--- config.mk ---
export PLATFORM = sky130hd
export DESIGN_NAME = button_frame_sync
export DESIGN_NICKNAME = d
export VERILOG_FILES = /design/src/rtl/button_frame_sync.sv
export SDC_FILE = /design/constraint.sdc
export NUM_CORES = 1
export LEC_CHECK = 0
export BUFFER_PORTS_ARGS = -buffer_cell sky130_fd_sc_hd__buf_2
export CORE_MARGIN = 3
export CORE_UTILIZATION = 60
export CTS_BUF_LIST = sky130_fd_sc_hd__clkbuf_16
export CTS_CLUSTER_DIAMETER = 150
export CTS_CLUSTER_SIZE = 28
export DETAILED_ROUTE_END_ITERATION = 10
export GPL_ROUTABILITY_DRIVEN = 0
export PLACE_DENSITY = 0.87
export RECOVER_POWER = 100
export REMOVE_ABC_BUFFERS = 1
export SYNTH_ARGS = -nofsm -noshare
export SYNTH_HDL_FRONTEND = slang
export SYNTH_SLANG_ARGS = --single-unit
--- constraint.sdc ---
create_clock -name CLK -period 2.5 [get_ports CLK]
set_input_delay 0.75 -clock CLK [delete_from_list [all_inputs] [get_ports CLK]]
set_output_delay 0.75 -clock CLK [all_outputs]
set_load 0.005 [all_outputs]
--- src/rtl/button_frame_sync.sv ---
// button_frame_sync: debounce three raw buttons and latch them once per video frame
module button_frame_sync #(
   parameter int DEBOUNCE_CYCLES = 250000,
   parameter int FRAME_COUNT_WIDTH = 8
) (
   input  logic                         CLK,
   input  logic                         RESET,
   input  logic                         VSYNC_START,
   input  logic                         BTN_LEFT_RAW,
   input  logic                         BTN_RIGHT_RAW,
   input  logic                         BTN_RELEASE_RAW,
   output logic                         START_UPDATE,
   output logic                         BTN_LEFT,
   output logic                         BTN_RIGHT,
   output logic                         BTN_RELEASE,
   output logic [FRAME_COUNT_WIDTH-1:0] FRAME_COUNT
);
   localparam int CW = $clog2(DEBOUNCE_CYCLES);
   localparam logic [CW-1:0] CMAX = CW'(DEBOUNCE_CYCLES - 1);
   logic [2:0] sync1_q, sync1_d, sync2_q, sync2_d, deb_q, deb_d;
   logic [2:0][CW-1:0] cnt_q, cnt_d;
   logic pending_q, pending_d, vs_prev_q, vs_prev_d, start_q, start_d;
   logic left_q, left_d, right_q, right_d, release_q, release_d;
   logic [FRAME_COUNT_WIDTH-1:0] fc_q, fc_d;
   logic rel_edge, frame_ev;
   // synchronize, debounce, detect frame events and compute next frame-stable outputs
   always_comb begin
      sync1_d = {BTN_RELEASE_RAW, BTN_RIGHT_RAW, BTN_LEFT_RAW};
      sync2_d = sync1_q;
      for (int i = 0; i < 3; i++) begin
         deb_d[i] = (sync2_q[i] != deb_q[i] && cnt_q[i] == CMAX) ? sync2_q[i] : deb_q[i];
         cnt_d[i] = (sync2_q[i] != deb_q[i] && cnt_q[i] != CMAX) ? cnt_q[i] + 1'b1 : '0;
      end
      rel_edge = deb_d[2] & ~deb_q[2];
      frame_ev = VSYNC_START & ~vs_prev_q;
      vs_prev_d = VSYNC_START;
      start_d = frame_ev;
      left_d = frame_ev ? deb_q[0] : left_q;
      right_d = frame_ev ? deb_q[1] : right_q;
      release_d = frame_ev ? (pending_q | rel_edge) : release_q;
      pending_d = frame_ev ? 1'b0 : (pending_q | rel_edge);
      fc_d = frame_ev ? fc_q + 1'b1 : fc_q;
   end
   // state registers, reset overrides every event
   always_ff @(posedge CLK) begin
      if (RESET) begin
         sync1_q <= '0;
         sync2_q <= '0;
         deb_q <= '0;
         cnt_q <= '0;
         pending_q <= 1'b0;
         vs_prev_q <= 1'b0;
         start_q <= 1'b0;
         left_q <= 1'b0;
         right_q <= 1'b0;
         release_q <= 1'b0;
         fc_q <= '0;
      end else begin
         sync1_q <= sync1_d;
         sync2_q <= sync2_d;
         deb_q <= deb_d;
         cnt_q <= cnt_d;
         pending_q <= pending_d;
         vs_prev_q <= vs_prev_d;
         start_q <= start_d;
         left_q <= left_d;
         right_q <= right_d;
         release_q <= release_d;
         fc_q <= fc_d;
      end
   end
   assign START_UPDATE = start_q;
   assign BTN_LEFT = left_q;
   assign BTN_RIGHT = right_q;
   assign BTN_RELEASE = release_q;
   assign FRAME_COUNT = fc_q;
endmodule

Yosys cells after proc, flatten, opt, wreduce, memory -nomap -nowiden --
Cells that the tools add are included.
Word-level totals: bits in registers 77, input bits 6
Cells by class: add/sub/neg operators 4, eq/ne operators 9, mux-type cells 1, bitwise operators 8, reductions and logical operators 10
Operators with widths (count):
- $add 18x1->18 const B | 3
- $eq 18x18->1 const B | 3
- $ne 18x18->1 const B | 3
- $add 8x1->8 const B | 1
- $reduce_or 2->1 | 4
- $logic_and 1x1->1 | 6
- $not 1->1 | 5
- $ne 1x1->1 | 3
- $and 1x1->1 | 2
- $mux 1 | 1
- $or 1x1->1 | 1

Logic depth before layout (Yosys ltp) --
Gate-level depths: netlist (run 1).
depth in word-level cells 5, depth in mapped cells 6, mapped depth without buffers 5

Least setup slack after synthesis (run 1) --
OpenSTA, ideal clock, no wires.
kind register -> register, start reg cnt_q[13] (netlist bit), end reg cnt_q[16] (netlist bit), data arrival time 1.780 ns, data required time 2.385 ns, setup slack 0.605 ns, stages on the path, launching flop included 6, path buffers 1, period minus slack after synthesis 1.895 ns, path through dfxtp_1 -> or4_1 -> or4_4 -> o21ai_4 -> buf_6 -> nor2_1
Between the ends: cells in the longest elaborated chain, start to end 4, elaborated cells on any way between the ends 5
RTL lines:
- from (decl) | RTL line 21 | logic [2:0][CW-1:0] cnt_q, cnt_d;
- from (signal assigned) | RTL line 62 | cnt_q <= cnt_d;
- branches (longest 4 deep; another with $add 18x1->18)
Parallel ways; which one is timed is not known. A chain may end at the register's enable or synchronous reset.

Final worst setup path (run 1) --
start reg cnt_q[49] (netlist bit), end reg cnt_q[45] (netlist bit)
Between the ends: cells in the longest elaborated chain, start to end 4
RTL lines:
- $ne 18x18->1 | RTL line 32 | cnt_d[i] = (sync2_q[i] != deb_q[i] && cnt_q[i] != CMAX) ? cnt_q[i] + 1'b1 : '0;
- $logic_and 1x1->1 | RTL line 32
- $not 1->1 (no line)
- $reduce_or 2->1 (no line)
No other way between the ends.

==> out/results.tsv, run 1 <==
stage	metric	value	unit
min_path	worst hold path cell count	1	
place	area of placed instances	0.00345	mm2
worst_setup_path	WP buf/inv	1	
floorplanning	core region area	0.00520	mm2
worst_setup_path	max incr delay on CP	0.58	ns
synthesis	Syn Inst Count	371	
worst_setup_path	reg2reg start	cnt_q[49]	
clocking	root buffer cell	clkbuf_16	
global_route	largest net degree at the start of global routing	19	
synthesis	count leader, synth	dfxtp_1	
synthesis	share of the synthesized area in the top cell type	0.470	
sta	hold_ws	0.439	ns
layout	Final Util	0.717	
floorplanning	initial core utilization	0.630	
routing	routed via count	2658	
min_path	Hold Path Class	flop to flop	
synthesis	ys async rst share	0	
routing	Initial DRC Count	96	
synthesis	Post-synth EDFFs	0	
synthesis	#FFs+latches synth	77	
routing	DR WL/cell	13.5	um
clocking	Post-CTS Setup Inserts	0	
clocking	CTS tree	built	
worst_setup_path	CP Depth	5	
worst_setup_path	worst-path cell chain	or3b_2 > or3_1 > o21ai_2 > clkbuf_1 > nor2_1	
worst_setup_path	CP max stage cell	clkbuf_1	
routing	DRC	0	
routing	drt via density	5.64	
pwr	VDD IR max	0.486	mV
place	Buffers on Ports	17	
synthesis	ys flop type	dfxtp_1	
synthesis	register area share after synthesis	0.470	
synthesis	Syn Area/Cell	8.84	um2
layout	area delta synth->final	13.8	%
layout	antenna cells	0	
global_route	total grt overflow	0	
worst_setup_path	CP Max Fanout	18	
synthesis	Syn. warnings	0	
floorplanning	Die Footprint	0.00639	mm2
min_path	Hold Path End	sync2_q[1]	
sta	Total Neg Setup Slack	0	ns
run_status	status	finished, final reports clean	
place	post-place setup slack	0.432	ns
sta	period utilization	0.891	
sta	max frequency	0.449	GHz
routing	final wirelength	6350	um
routing	final antenna-violating net count	0	
worst_setup_path	Worst R2R End	cnt_q[45]	
job	total of max-cap violations	0	
worst_setup_path	CP delay by family, top	simple AND/OR/NAND/NOR gates	
clocking	clk slew on worst S/H paths	0.06	ns
worst_setup_path	Worst Reg2Reg Path Length in Cells	5	
clocking	TritonCTS Buffers	9	
sta	Slew headroom	0.491	
pwr	Total Power	2.63	mW
sta	final hold vios	0	
clocking	clk buf depth	2	
sta	final setup margin	0.272	ns
layout	fin cells	471	
sta	Final Max Tran Viols	0	
floorplanning	die width	79.9	um
sta	Setup violations, final	0	
worst_setup_path	Setup crit start kind	flop	
global_route	first-pass GRT wire length	10900	um
floorplanning	Die Height	79.9	um
worst_setup_path	Critical Path AT	2.42	ns
global_route	initial antenna violation count	0	
synthesis	synthesized cell area	0.00328	mm2
clocking	clock sinks	77	
sta	Clock Skew	0.00463	ns
layout	fraction of layout instances using a drive strength above 1	0.0798	
global_route	GRT Overall Usage	0.216	
place	dpl cells	456	
pwr	static leakage	1.13	nW
worst_setup_path	CP required	2.69	ns
floorplanning	# IOs	18	
clocking	CTS H-tree lvls	3	
place	DP HPWL	4190	um
clocking	clk_lat worst skew	0.34	ns
global_route	vias in the first global route	2617	
sta	Tmin final	2.23	ns
synthesis	most frequent cells after synthesis	dfxtp_1 (77), nor2_1 (68), xnor2_1 (42)	
layout	fin area	0.00373	mm2
worst_setup_path	register-to-register setup slack	0.27	ns
sta	Slew @ Worst Pin	0.764	ns
layout	final net count	407	
synthesis	Synth area leaders	dfxtp_1 (47%), xnor2_1 (11%), nor2_1 (7.8%), nand4_1 (3.2%), nand3_1 (3.2%)	
pwr	power density cells	703	mW/mm2
synthesis	Netlist cell types	37	
min_path	Worst Min Path Start	sync1_q[1]	
worst_setup_path	CP Capture Type	flop	
clocking	Resized Gates After CTS	0	
synthesis	Synth area leader	dfxtp_1	
sta	RSZ-0062 raised after global routing	false	
worst_setup_path	WS Path Type	flop to flop	
routing	drt pass-1 iters	5	
clocking	hold-fix buffers at CTS	0	
floorplanning	num rows	26	
[layout make-up]
cell class | instances | area (um2)
inverter | 13 | 48.8
tap | 70 | 87.6
clock inverter | 6 | 80.1
fill | 393 | 1470
multi-input combinational | 274 | 1650
timing repair buffer | 22 | 98.8
clock buffer | 9 | 225
sequential | 77 | 1540
[power by group]
part | internal (mW) | switching, mW | leakage [nW]
combinational | 0.0177 | 0.0294 | 0.356
sequential | 1.24 | 0.00830 | 0.622
clock | 0.858 | 0.474 | 0.150
[flip-flops by register name, summed over array words and instances (netlist names)]
signal / count
FRAME_COUNT: 8
START_UPDATE: 1
BTN_RIGHT: 1
BTN_RELEASE: 1
sync1_q: 3
vs_prev_q: 1
pending_q: 1
deb_q: 3
sync2_q: 3
cnt_q: 54
BTN_LEFT: 1
[cells by family (layout without fill, tap and decap cells)]
kind of cell               Yosys count  after routing  synth area share
muxes                                2              2           0.00610
xor gates and xnor gates            51             51             0.136
buffers and inverters               20             50            0.0267
DFF                                 77             77             0.470
adders and majority gates            4              4            0.0153
AOI/OAI and AO/OA                   26             26            0.0485
and+or+nand+nor                    191            191             0.297
[how the worst max path moves through the flow]
| stage | to | start | slack, ns |
|---|---|---|---|
| floorplan | cnt_q[10] | cnt_q[13] | 0.62 |
| CTS | cnt_q[30] | cnt_q[18] | 0.40 |
| global route | cnt_q[44] | cnt_q[40] | 0.15 |
| finish | cnt_q[45] | cnt_q[49] | 0.27 |
| detailed placement | cnt_q[10] | cnt_q[13] | 0.43 |
| global placement | cnt_q[27] | cnt_q[18] | 0.46 |
[layer usage]
layer / GRT usage / up-vias / wire [um]
li1: - / 1338 / -
met1: 0.240 / 1252 / 2890
met2: 0.382 / 56 / 3110
met3: 0.0722 / 12 / 259
met4: 0.0777 / 0 / 91
met5: 0 / - / 0
[placed cells by master (no fill, tap or decap), drive strengths merged, types with 3 or more instances in the layout]
cell	synthesis	final
nand2	18	18
buf	4	12
nand4	18	18
inv	13	14
o21ai	10	10
nand2b	5	5
dfxtp	77	77
a21oi	12	12
nor2	68	68
nand3	21	21
and3	3	3
nor3	14	14
xnor2	42	42
xor2	9	9
nor4	14	14
ha	4	4
clkbuf	3	19
or4	6	6
or3	5	5
nor2b	9	9
[worst register-to-register path: stages, from the launching register on]
cell,delay [ns]
dfxtp_1,0.35
or3b_2,0.49
or3_1,0.43
o21ai_2,0.12
clkbuf_1,0.58
nor2_1,0.12
Note: power is estimated with default switching activity, not from simulation.
==> run 2: changes to the inputs <==
--- a/config.mk
+++ b/config.mk
@@ -13,9 +13,9 @@
 export CTS_CLUSTER_SIZE = 28
 export DETAILED_ROUTE_END_ITERATION = 10
 export GPL_ROUTABILITY_DRIVEN = 0
+export GPL_TIMING_DRIVEN = 0
 export PLACE_DENSITY = 0.87
 export RECOVER_POWER = 100
-export REMOVE_ABC_BUFFERS = 1
 export SYNTH_ARGS = -nofsm -noshare
 export SYNTH_HDL_FRONTEND = slang
 export SYNTH_SLANG_ARGS = --single-unit
==> constraint.sdc (replaced) <==
create_clock -name CLK -period 2.25 [get_ports CLK]
set_input_delay 0.675 -clock CLK [delete_from_list [all_inputs] [get_ports CLK]]
set_output_delay 0.675 -clock CLK [all_outputs]
set_load 0.005 [all_outputs]
==> out/results.tsv, run 2 (synthesis results as in run 1) <==
stage	metric	value	unit
sta	Slew headroom	0.613	
floorplanning	core region area	0.00520	mm2
layout	commonest non-fill, non-tap cells in the layout	dfxtp_1 (77), nor2_1 (68), xnor2_1 (42)	
global_route	GRT Overall Usage	0.227	
layout	Top reg by flops	cnt_q	
routing	Initial DRC Count	117	
worst_setup_path	CP delay by family, top	simple AND/OR/NAND/NOR gates	
worst_setup_path	CP Max Fanout	10	
layout	fin cells	474	
floorplanning	num rows	26	
global_route	M3 GR Usage	0.0508	
clocking	CTS tree	built	
sta	Setup violations, final	0	
routing	routed via count	2715	
routing	final wirelength	6740	um
routing	drt via density	5.73	
routing	DR WL/cell	14.2	um
sta	hold_ws	0.460	ns
worst_setup_path	register-to-register setup slack	0.16	ns
clocking	TritonCTS Buffers	9	
pwr	static leakage	1.16	nW
worst_setup_path	WS Path Type	flop to flop	
clocking	clk_lat worst skew	0.33	ns
global_route	routing usage on met1	0.279	
floorplanning	die width	79.9	um
clocking	CTS H-tree lvls	3	
worst_setup_path	Worst Reg2Reg Path Length in Cells	5	
place	area of placed instances	0.00345	mm2
clocking	clock sinks	77	
sta	Total Neg Setup Slack	0	ns
min_path	Hold Path End	sync2_q[2]	
worst_setup_path	WP buf/inv	1	
layout	area of the multi-input gates	0.00167	mm2
global_route	busiest grt layer	met2	
layout	fin area	0.00381	mm2
worst_setup_path	reg2reg start	cnt_q[13]	
worst_setup_path	CP required	2.47	ns
job	total of max-cap violations	0	
routing	drt pass-1 iters	5	
clocking	Resized Gates After CTS	0	
worst_setup_path	Setup crit start kind	flop	
clocking	clk slew on worst S/H paths	0.06	ns
routing	DRC	0	
layout	fillers	372	
synthesis	Net Count, Synth	381	
global_route	first-pass GRT wire length	11400	um
sta	max frequency	0.478	GHz
sta	Clock Skew	0.00675	ns
global_route	total grt overflow	0	
place	dpl cells	458	
worst_setup_path	CP max stage cell	or4_4	
min_path	worst hold path cell count	1	
sta	final hold vios	0	
clocking	root buffer cell	clkbuf_16	
global_route	initial antenna violation count	0	
sta	Slew @ Worst Pin	0.575	ns
floorplanning	# IOs	18	
pwr	VDD IR max	0.563	mV
worst_setup_path	Worst R2R End	cnt_q[13]	
floorplanning	initial core utilization	0.630	
sta	period utilization	0.931	
worst_setup_path	CP Capture Type	flop	
layout	antenna cells	0	
global_route	largest net degree at the start of global routing	15	
min_path	Hold Path Class	flop to flop	
global_route	vias in the first global route	2619	
clocking	clk buf depth	2	
floorplanning	Die Footprint	0.00639	mm2
clocking	Post-CTS Setup Inserts	0	
layout	commonest non-fill, non-tap cell in the layout	dfxtp_1	
sta	final setup margin	0.156	ns
pwr	power density cells	814	mW/mm2
layout	final net count	409	
run_status	status	finished, final reports clean	
global_route	met2 usage	0.363	
layout	fraction of layout instances using a drive strength above 1	0.0990	
layout	Seq. cell area	0.00154	mm2
worst_setup_path	Critical Path AT	2.31	ns
min_path	Worst Min Path Start	sync1_q[2]	
layout	max FFs per register	54	
routing	final antenna-violating net count	0	
floorplanning	Die Height	79.9	um
clocking	hold-fix buffers at CTS	0	
place	Buffers on Ports	17	
place	DP HPWL	4220	um
worst_setup_path	worst-path cell chain	or4_1 > or4_4 > o21ai_4 > buf_6 > nor2_1	
sta	Final Max Tran Viols	0	
place	post-place setup slack	0.0783	ns
sta	Tmin final	2.09	ns
layout	area delta synth->final	16.3	%
worst_setup_path	max incr delay on CP	0.55	ns
sta	RSZ-0062 raised after global routing	false	
-- run 2: cell types whose count changed in the layout (fill, tap and decap cells not counted), sizes merged --
cell | previous run | this run
clkinvlp | 1 | 2
bufinv | 2 | 3
clkbuf | 19 | 18
clkinv | 2 | 1
buf | 12 | 15
-- run 2: final cells by class --
cell class / instances / area share
well taps: 70 / 0.0230
plain buffers: 7 / 0.0108
multi-input cells: 274 / 0.438
clock inverters: 7 / 0.0321
flip-flops and latches: 77 / 0.404
repair buffers: 17 / 0.0207
inverters: 13 / 0.0128
clock buffers: 9 / 0.0590
-- run 2: where the power goes --
group	total, mW	leakage (nW)	switching [mW]	internal (mW)
registers	1.38	0.622	0.00882	1.38
logic	0.0559	0.379	0.0336	0.0224
clock network	1.67	0.162	0.577	1.09
total	3.11	1.16	0.620	2.49
-- run 2: per-stage QoR --
stage	power, mW	utilization
global route	3.20	0.733
CTS	3.12	0.730
floorplan	1.45	-
global placement	1.47	0.663
finish	3.11	0.733
detailed placement	1.47	0.663
-- run 2: per-layer routing --
layer / vias up / routed length (um)
li1: 1344 / -
met5: - / 0
met4: 0 / 216
met3: 20 / 336
met2: 89 / 3240
met1: 1262 / 2950
-- run 2: worst reg2reg max path, cell delays in order, from the launching register on --
cell and delay [ns]:
dfxtp_1 0.38, or4_1 0.54, or4_4 0.55, o21ai_4 0.26, buf_6 0.19, nor2_1 0.07
-- run 2: worst max-delay path by stage --
stage / from / to / depth (start not counted)
2_1_floorplan: cnt_q[13] / cnt_q[16] / 5
3_3_place_gp: cnt_q[18] / cnt_q[28] / 6
3_5_place_dp: cnt_q[18] / cnt_q[29] / 6
4_1_cts: cnt_q[18] / cnt_q[27] / 6
5_1_grt: cnt_q[18] / cnt_q[29] / 6
6_report: cnt_q[13] / cnt_q[13] / 5
